==> src/rtl/ikaopll_timinggen_pkg.sv <==
// -----------------------------------------------------------------------------
// ikaopll_timinggen_pkg
// Shared timing constants for the IKAOPLL core: slot-cycle frame length,
// slot-cycle decode indices and the phiM divider phases that produce the
// phi1 positive/negative edge enables. Also provides the slot-cycle advance
// helper used by the timing generator.
// -----------------------------------------------------------------------------
package ikaopll_timinggen_pkg;

   typedef logic [4:0] cycle_t;

   // Frame is 18 phi1 cycles: octal 00..21.
   localparam int CYCLE_LAST_DEF = 17;

   // Slot-cycle decode indices.
   localparam int CYC_00 = 0;
   localparam int CYC_D3 = 3;
   localparam int CYC_D4 = 4;
   localparam int CYC_21 = 17;

   // phiM divider phases on which the phi1 enables fire.
   localparam int PHASE_PCEN = 1;
   localparam int PHASE_NCEN = 3;

   // Next slot-cycle index. Anything at or past the last index wraps to 0,
   // so an out-of-range value recovers on the next advance.
   function automatic cycle_t cycle_advance(input cycle_t c, input cycle_t last);
      return (c >= last) ? '0 : c + 5'd1;
   endfunction

endpackage

==> src/rtl/ikaopll_timinggen.sv <==
// -----------------------------------------------------------------------------
// ikaopll_timinggen
// Derives the phi1 edge enables from the phiM clock enable, runs the 18-slot
// cycle counter, decodes the slot indices used by the LFO/envelope/phase
// stages and stretches the initial clear to the first frame boundary.
//
// Ports
//   i_EMUCLK        emulator master clock, all flops on its rising edge
//   i_IC            synchronous active-high initial clear
//   i_phiM_PCEN_n   active-low phiM clock enable (one i_EMUCLK wide)
//   o_phi1_PCEN_n   active-low phi1 positive-edge enable
//   o_phi1_NCEN_n   active-low phi1 negative-edge enable
//   o_IC_n          phi1-aligned active-low clear, released at first frame wrap
//   o_CYCLE_NUM     current slot-cycle index 0..CYCLE_LAST
//   o_CYCLE_00      index == 0
//   o_CYCLE_21      index == 17 (octal 21)
//   o_CYCLE_D4      index == 4
//   o_CYCLE_D3_ZZ   index-3 decode delayed two phi1 cycles (high at index 5)
// -----------------------------------------------------------------------------
module ikaopll_timinggen
   import ikaopll_timinggen_pkg::*;
#(
   parameter int CYCLE_LAST = CYCLE_LAST_DEF,
   parameter int PHIM_DIV   = 4
)(
   input  logic       i_EMUCLK,
   input  logic       i_IC,
   input  logic       i_phiM_PCEN_n,
   output logic       o_phi1_PCEN_n,
   output logic       o_phi1_NCEN_n,
   output logic       o_IC_n,
   output logic [4:0] o_CYCLE_NUM,
   output logic       o_CYCLE_00,
   output logic       o_CYCLE_21,
   output logic       o_CYCLE_D4,
   output logic       o_CYCLE_D3_ZZ
);

   localparam int DIV_W = (PHIM_DIV > 1) ? $clog2(PHIM_DIV) : 1;

   logic [DIV_W-1:0] div_reg;
   cycle_t           cycle_reg;
   cycle_t           cycle_next;
   logic             phim_en;
   logic             phi1_pcen;
   logic             phi1_ncen;
   logic             ic_n_reg;
   logic             cyc00_reg;
   logic             cyc21_reg;
   logic             cycd4_reg;
   logic             d3_z_reg;
   logic             d3_zz_reg;

   assign phim_en = ~i_phiM_PCEN_n;

   // The enables are combinational so they line up with the phiM enable that
   // causes them; gating with i_IC keeps them quiet on the first clear clock,
   // before the divider has been forced back to 0.
   assign phi1_pcen = phim_en & ~i_IC & (div_reg == DIV_W'(PHASE_PCEN));
   assign phi1_ncen = phim_en & ~i_IC & (div_reg == DIV_W'(PHASE_NCEN));

   assign cycle_next = cycle_advance(cycle_reg, 5'(CYCLE_LAST));

   always_ff @(posedge i_EMUCLK) begin
      if (i_IC) begin
         div_reg   <= '0;
         cycle_reg <= '0;
         ic_n_reg  <= 1'b0;
         cyc00_reg <= 1'b0;
         cyc21_reg <= 1'b0;
         cycd4_reg <= 1'b0;
         d3_z_reg  <= 1'b0;
         d3_zz_reg <= 1'b0;
      end else begin
         if (phim_en) begin
            div_reg <= div_reg + DIV_W'(1);
         end
         if (phi1_ncen) begin
            cycle_reg <= cycle_next;
            // Decodes use the next index so they change together with the counter.
            cyc00_reg <= (cycle_next == 5'(CYC_00));
            cyc21_reg <= (cycle_next == 5'(CYC_21));
            cycd4_reg <= (cycle_next == 5'(CYC_D4));
            // Two-stage delay of the index-3 decode: high at 4 in the first
            // stage, high at 5 in the second.
            d3_z_reg  <= (cycle_reg == 5'(CYC_D3));
            d3_zz_reg <= d3_z_reg;
            // Release the stretched clear at the first frame boundary; it then
            // stays released until the next i_IC.
            if (cycle_next == '0) begin
               ic_n_reg <= 1'b1;
            end
         end
      end
   end

   assign o_phi1_PCEN_n = ~phi1_pcen;
   assign o_phi1_NCEN_n = ~phi1_ncen;
   assign o_IC_n        = ic_n_reg;
   assign o_CYCLE_NUM   = cycle_reg;
   assign o_CYCLE_00    = cyc00_reg;
   assign o_CYCLE_21    = cyc21_reg;
   assign o_CYCLE_D4    = cycd4_reg;
   assign o_CYCLE_D3_ZZ = d3_zz_reg;

endmodule
==> config.mk <==
export PLATFORM = sky130hd
export DESIGN_NAME = ikaopll_timinggen
export DESIGN_NICKNAME = d
export VERILOG_FILES = /design/src/rtl/ikaopll_timinggen_pkg.sv /design/src/rtl/ikaopll_timinggen.sv
export SDC_FILE = /design/constraint.sdc
export NUM_CORES = 1
export LEC_CHECK = 0
export ABC_AREA = 0
export BUFFER_PORTS_ARGS = -buffer_cell sky130_fd_sc_hd__buf_4
export CORE_AREA = 2 2 39 41
export CTS_CLUSTER_DIAMETER = 200
export CTS_CLUSTER_SIZE = 10
export DETAILED_ROUTE_END_ITERATION = 8
export DIE_AREA = 0 0 41 43
export PLACE_DENSITY = 0.78
export SYNTH_ARGS = -nofsm -noshare
export SYNTH_HDL_FRONTEND = slang
export SYNTH_SLANG_ARGS = --single-unit
export TNS_END_PERCENT = 20
==> constraint.sdc <==
create_clock -name i_EMUCLK -period 2.41 [get_ports i_EMUCLK]
set_input_delay 0.723 -clock i_EMUCLK [delete_from_list [all_inputs] [get_ports i_EMUCLK]]
set_output_delay 0.723 -clock i_EMUCLK [all_outputs]
set_load 0.1 [all_outputs]
# --- Word-level counts from Yosys, hierarchy flattened ---
# Cells that the tools add are included.
totals:
  output_inout_bits: 12
  regBits: 13
op_classes:
  addsub: 2
  reduce_logical: 2
  eq_ne: 5
  muxes: 1
  magnitude_cmp: 1
  n_bitwise: 7
op_table:
  columns: ["operator", "count"]
  rows:
  - ["$add A5 B1 Y5 const B", 1]
  - ["$eq A5 B2 Y1 const B", 1]
  - ["$eq A5 B3 Y1 const B", 1]
  - ["$eq A5 B5 Y1 const B", 1]
  - ["$ge A5 B5 Y1 const B", 1]
  - ["$logic_not A5 Y1", 1]
  - ["$mux W5", 1]
  - ["$not A1 Y1", 4]
  - ["$and A1 B1 Y1", 3]
  - ["$add A2 B1 Y2 const B", 1]
  - ["$eq A2 B1 Y1 const B", 1]
  - ["$eq A2 B2 Y1 const B", 1]
  - ["$reduce_and A2 Y1", 1]

# --- Logic depth before layout (Yosys ltp) ---
depth:
  ltp_word: 4
  depth_mapped: 6

# --- Worst setup path after synthesis ---
# No wires, ideal clock.
synth_path:
  path_type: "register -> register"
  from: "reg cycle_reg[1] (netlist: o_CYCLE_NUM[1])"
  to: "reg ic_n_reg (netlist: o_IC_n)"
  path_stages_with_launch: 7
  path_slack_ps: -18
  path_buffers: 0
  period_less_slack_ps: 2428
  arrival_time_ps: 2352
  setup_time_ps: 75
  path_cell_list: "dfxtp_1 inv_1 ha_1 nand4bb_1 or3b_2 a211o_1 o21ai_0"
synth_via:
  elab_chain_len: 4
  elab_cells_between_ends: 5
  classes_between: "add/sub (1); order compare (1); mux (1); reduce/logical (2)"
synth_rtl:
  columns: ["item", "line_no", "rtl"]
  rows:
  - ["start: declaration", "ikaopll_timinggen.sv:42", "cycle_t cycle_reg;"]
  - ["start signal: assignment", "ikaopll_timinggen.sv:79", "cycle_reg <= cycle_next;"]
  - ["$add A5 B1 Y5 / $ge A5 B5 Y1 (equally long branches)", "ikaopll_timinggen_pkg.sv:28", "return (c >= last) ? '0 : c + 5'd1;"]
  - ["$mux W5 (*)", "ikaopll_timinggen_pkg.sv:28", null]
  - ["$logic_not A5 Y1 (*)", "ikaopll_timinggen.sv:90", "if (cycle_next == '0) begin"]
  - ["$reduce_and A2 Y1 (no source line) (*)", null, null]
  - ["end signal: assignment", "ikaopll_timinggen.sv:68", "ic_n_reg <= 1'b0;"]
  - ["end signal: assignment", "ikaopll_timinggen.sv:91", "ic_n_reg <= 1'b1;"]
  - ["end: declaration", "ikaopll_timinggen.sv:47", "logic ic_n_reg;"]
# Mark *: on every way between the ends. The rest lies on a longest branch, timed or not.
# A chain may end at the register's enable or synchronous reset.

# --- Worst setup path after layout ---
layout_path:
  from: "reg div_reg[0]"
  to: "out o_phi1_NCEN_n"
layout_via:
  elab_chain_len: 3
layout_rtl:
  columns: ["item", "line_no", "rtl"]
  rows:
  - ["start: declaration", "ikaopll_timinggen.sv:41", "logic [DIV_W-1:0] div_reg;"]
  - ["start signal: assignment", "ikaopll_timinggen.sv:76", "div_reg <= div_reg + DIV_W'(1);"]
  - ["$eq A2 B2 Y1", "ikaopll_timinggen.sv:60", "assign phi1_ncen = phim_en & ~i_IC & (div_reg == DIV_W'(PHASE_NCEN));"]
  - ["$and A1 B1 Y1", "ikaopll_timinggen.sv:60", null]
  - ["$not A1 Y1", "ikaopll_timinggen.sv:98", "assign o_phi1_NCEN_n = ~phi1_ncen;"]
  - ["end: declaration", "ikaopll_timinggen.sv:30", "output logic o_phi1_NCEN_n,"]
# Every way passes these cells.

==> results.cfg <==
[run_status]
status = finished, final reports clean

[clock_network]
ctsHoldBuffers = 0
clock_path_buffers = 2
clk_pin_slew_ns = 0.08
numClockSinks = 13
cts_setup_buffers = 0
cts_tree = yes
clk_latency_ns = 0.28
cts_made_buffers = 3
root_buffer = clkbuf_4
cts_resized = 0
htreeDepth = 1

[sta]
hold_viol = 0
fin_ws_ns = 0.3308
tightest_slew_ns = 0.4421
rsz0062_at_grt = no
min_period_over_period_pct = 86.27
setup_violations = 0
finClkSkew_ns = 0.0004859
fmax_ghz = 0.4810
slew-limit-headroom_pct = 70.53
final_max_slew_viol_count = 0
post-route-min-period_ns = 2.079

[synth]
synth.most_common_cell = dfxtp_1
ys_types = 29
syn_inst = 82
seq_area_frac_synth_pct = 37.41
yosys.area.top_type_share_pct = 37.41
synth_area_um2 = 695.7
ys_ff_latch = 13
synth_fp_nets = 89
synthTopCellsByArea = dfxtp_1 (37%), ha_1 (7.2%), a21oi_1 (5.8%)
synthArstFlopShare_pct = 0
ys.flop_type = dfxtp_1
yosys-top-cells-count = dfxtp_1 (13), a21oi_1 (8), nand2_1 (8), nor2_1 (8)
synth_edf_count = 0
yosys_warnings = 0
synth_area_per_cell_um2 = 8.484
synth_largest_area_cell = dfxtp_1

[floorplan]
start_util_pct = 50.27
num_io_pins = 15
rows = 14
die_h_um = 43
dieArea_um2 = 1763
die_width_um = 41
coreArea_um2 = 1384

[final_layout]
layout-drive-gt1-share_pct = 23.71
diodes = 0
largest_register_ffs = 5
fillers = 137
layout.nets = 105
area_growth_pct = 19.78
instances_no_fill = 113

[power]
power.density_nw_per_um2 = 507.4
total_power_mw = 0.4228
power_leakage_nw = 0.3191
ir_worst_vdd_mv = 0.3425

[grt]
grt_pass1_vias = 532
antenna_found_initial = 0
grt_overflow_total = 0
track_usage_pct = 19.23
grt_max_degree = 17
grt_pass1_wl_mm = 2.332

[worst_setup_path]
arrival_ns = 1.36
worst_path_max_delay_cell = dfxtp_1
cp-end-kind = output pin
crit_type = reg -> out
cpLargestDelayFamily = flip-flops
slowest_delay_ns = 0.34
crit_chain = ha_1 > nor2b_1 > nand2b_1 > buf_4
worst_setup_path_start_kind = flip-flop
cp_max_fo = 3
required_ns = 1.69
crit_buf_inv = 1

[detailed_routing]
drc = 0
wl_per_cell_um = 12.35
avgViaCountPerCell = 5.354
dr.first_iter.drc_count = 12
num_vias = 605
first_pass_iters = 4
routed_wl_mm = 1.395
ant_nets = 0

[place]
pre_cts_ws_ns = 0.3788
dp_cells = 109
post-dp-hpwl_mm = 1.002
port_buffers = 14
place_congestion = 0.7427

[flow_run]
maxCapViolations = 0

[worst_hold_path]
hold_class = reg -> reg
-- cell type report --
class | count | area, µm² | area share [%]
Sequential cell | 13 | 261.5 | 31.38
Tap cell | 16 | 20.02 | 2.402
Inverter | 3 | 11.26 | 1.351
Clock buffer | 4 | 26.28 | 3.153
Timing Repair Buffer | 15 | 112.6 | 13.51
Multi-Input combinational cell | 62 | 401.6 | 48.20
-- tightest hold or removal path, cell delays in order, from the launching register on --
cell     delay [ns]
dfxtp_1        0.31
nand2_1        0.05
a21oi_1        0.05
-- cells in the final DEF (no fill, tap or decap), types with 2 or more instances in the layout --
cell type	count
o21ai_0	4
nand2_1	8
inv_1	3
dfxtp_1	12
clkbuf_4	3
ha_1	4
or3_1	4
xor2_1	2
nand3b_1	2
nand3_1	2
buf_4	15
a21oi_1	8
nor2_1	8
a31oi_1	3
nand2b_1	3
-- power breakdown --
part           switching [mW]  internal, mW  leakage, nW
sequential            0.00957         0.220        0.106
combinational          0.0367        0.0194        0.198
clock                  0.0731        0.0644       0.0150
-- per-layer routing --
| layer | wire length, µm | up-vias | share of wire (%) | global-route usage (%) |
|---|---|---|---|---|
| li1 | - | 321 | - | - |
| met1 | 727 | 268 | 52 | 28.05 |
| met2 | 578 | 14 | 41 | 26.25 |
| met3 | 70 | 2 | 5.0 | 3.141 |
| met4 | 19 | 0 | 1.4 | 10.00 |
| met5 | 0 | - | 0 | 0 |
-- metrics by stage --
| step | instance area, µm² | TNS, ns | hold WS, ns | utilization [%] |
|---|---|---|---|---|
| 2_1_floorplan | 696.9 | -0.002973 | 0.4323 | - |
| 3_3_place_gp | 807.0 | 0 | 0.4494 | 58.32 |
| 3_5_place_dp | 807.0 | 0 | 0.4580 | 58.32 |
| 4_1_cts | 833.3 | 0 | 0.4686 | 60.22 |
| 5_1_grt | 833.3 | 0 | 0.5025 | 60.22 |
| 6_report | 833.3 | 0 | 0.4655 | 60.22 |
-- cells by family after synthesis --
| family | synth area share, % |
|---|---|
| AO/OA/AOI/OAI | 18.35 |
| XOR/XNOR | 2.518 |
| adder cells (fa/ha/maj) | 7.195 |
| buffers and inverters | 4.856 |
| flip-flops | 37.41 |
| multiplexers | 1.439 |
| AND/OR/NAND/NOR | 28.24 |
-- path summary, 6_finish.rpt --
| check | startpoint | to | slack, ns | cells after the start |
|---|---|---|---|---|
| setup / recovery | div_reg[0] | o_phi1_NCEN_n | 0.33 | 4 |
| hold / removal | o_CYCLE_D3_ZZ | o_CYCLE_D3_ZZ | 0.47 | 2 |
| setup reg to reg | o_CYCLE_NUM[0] | o_CYCLE_00 | 0.57 | 5 |
| hold reg to reg | o_CYCLE_D3_ZZ | o_CYCLE_D3_ZZ | 0.47 | 2 |
Note: power is estimated with default switching activity, not from simulation.
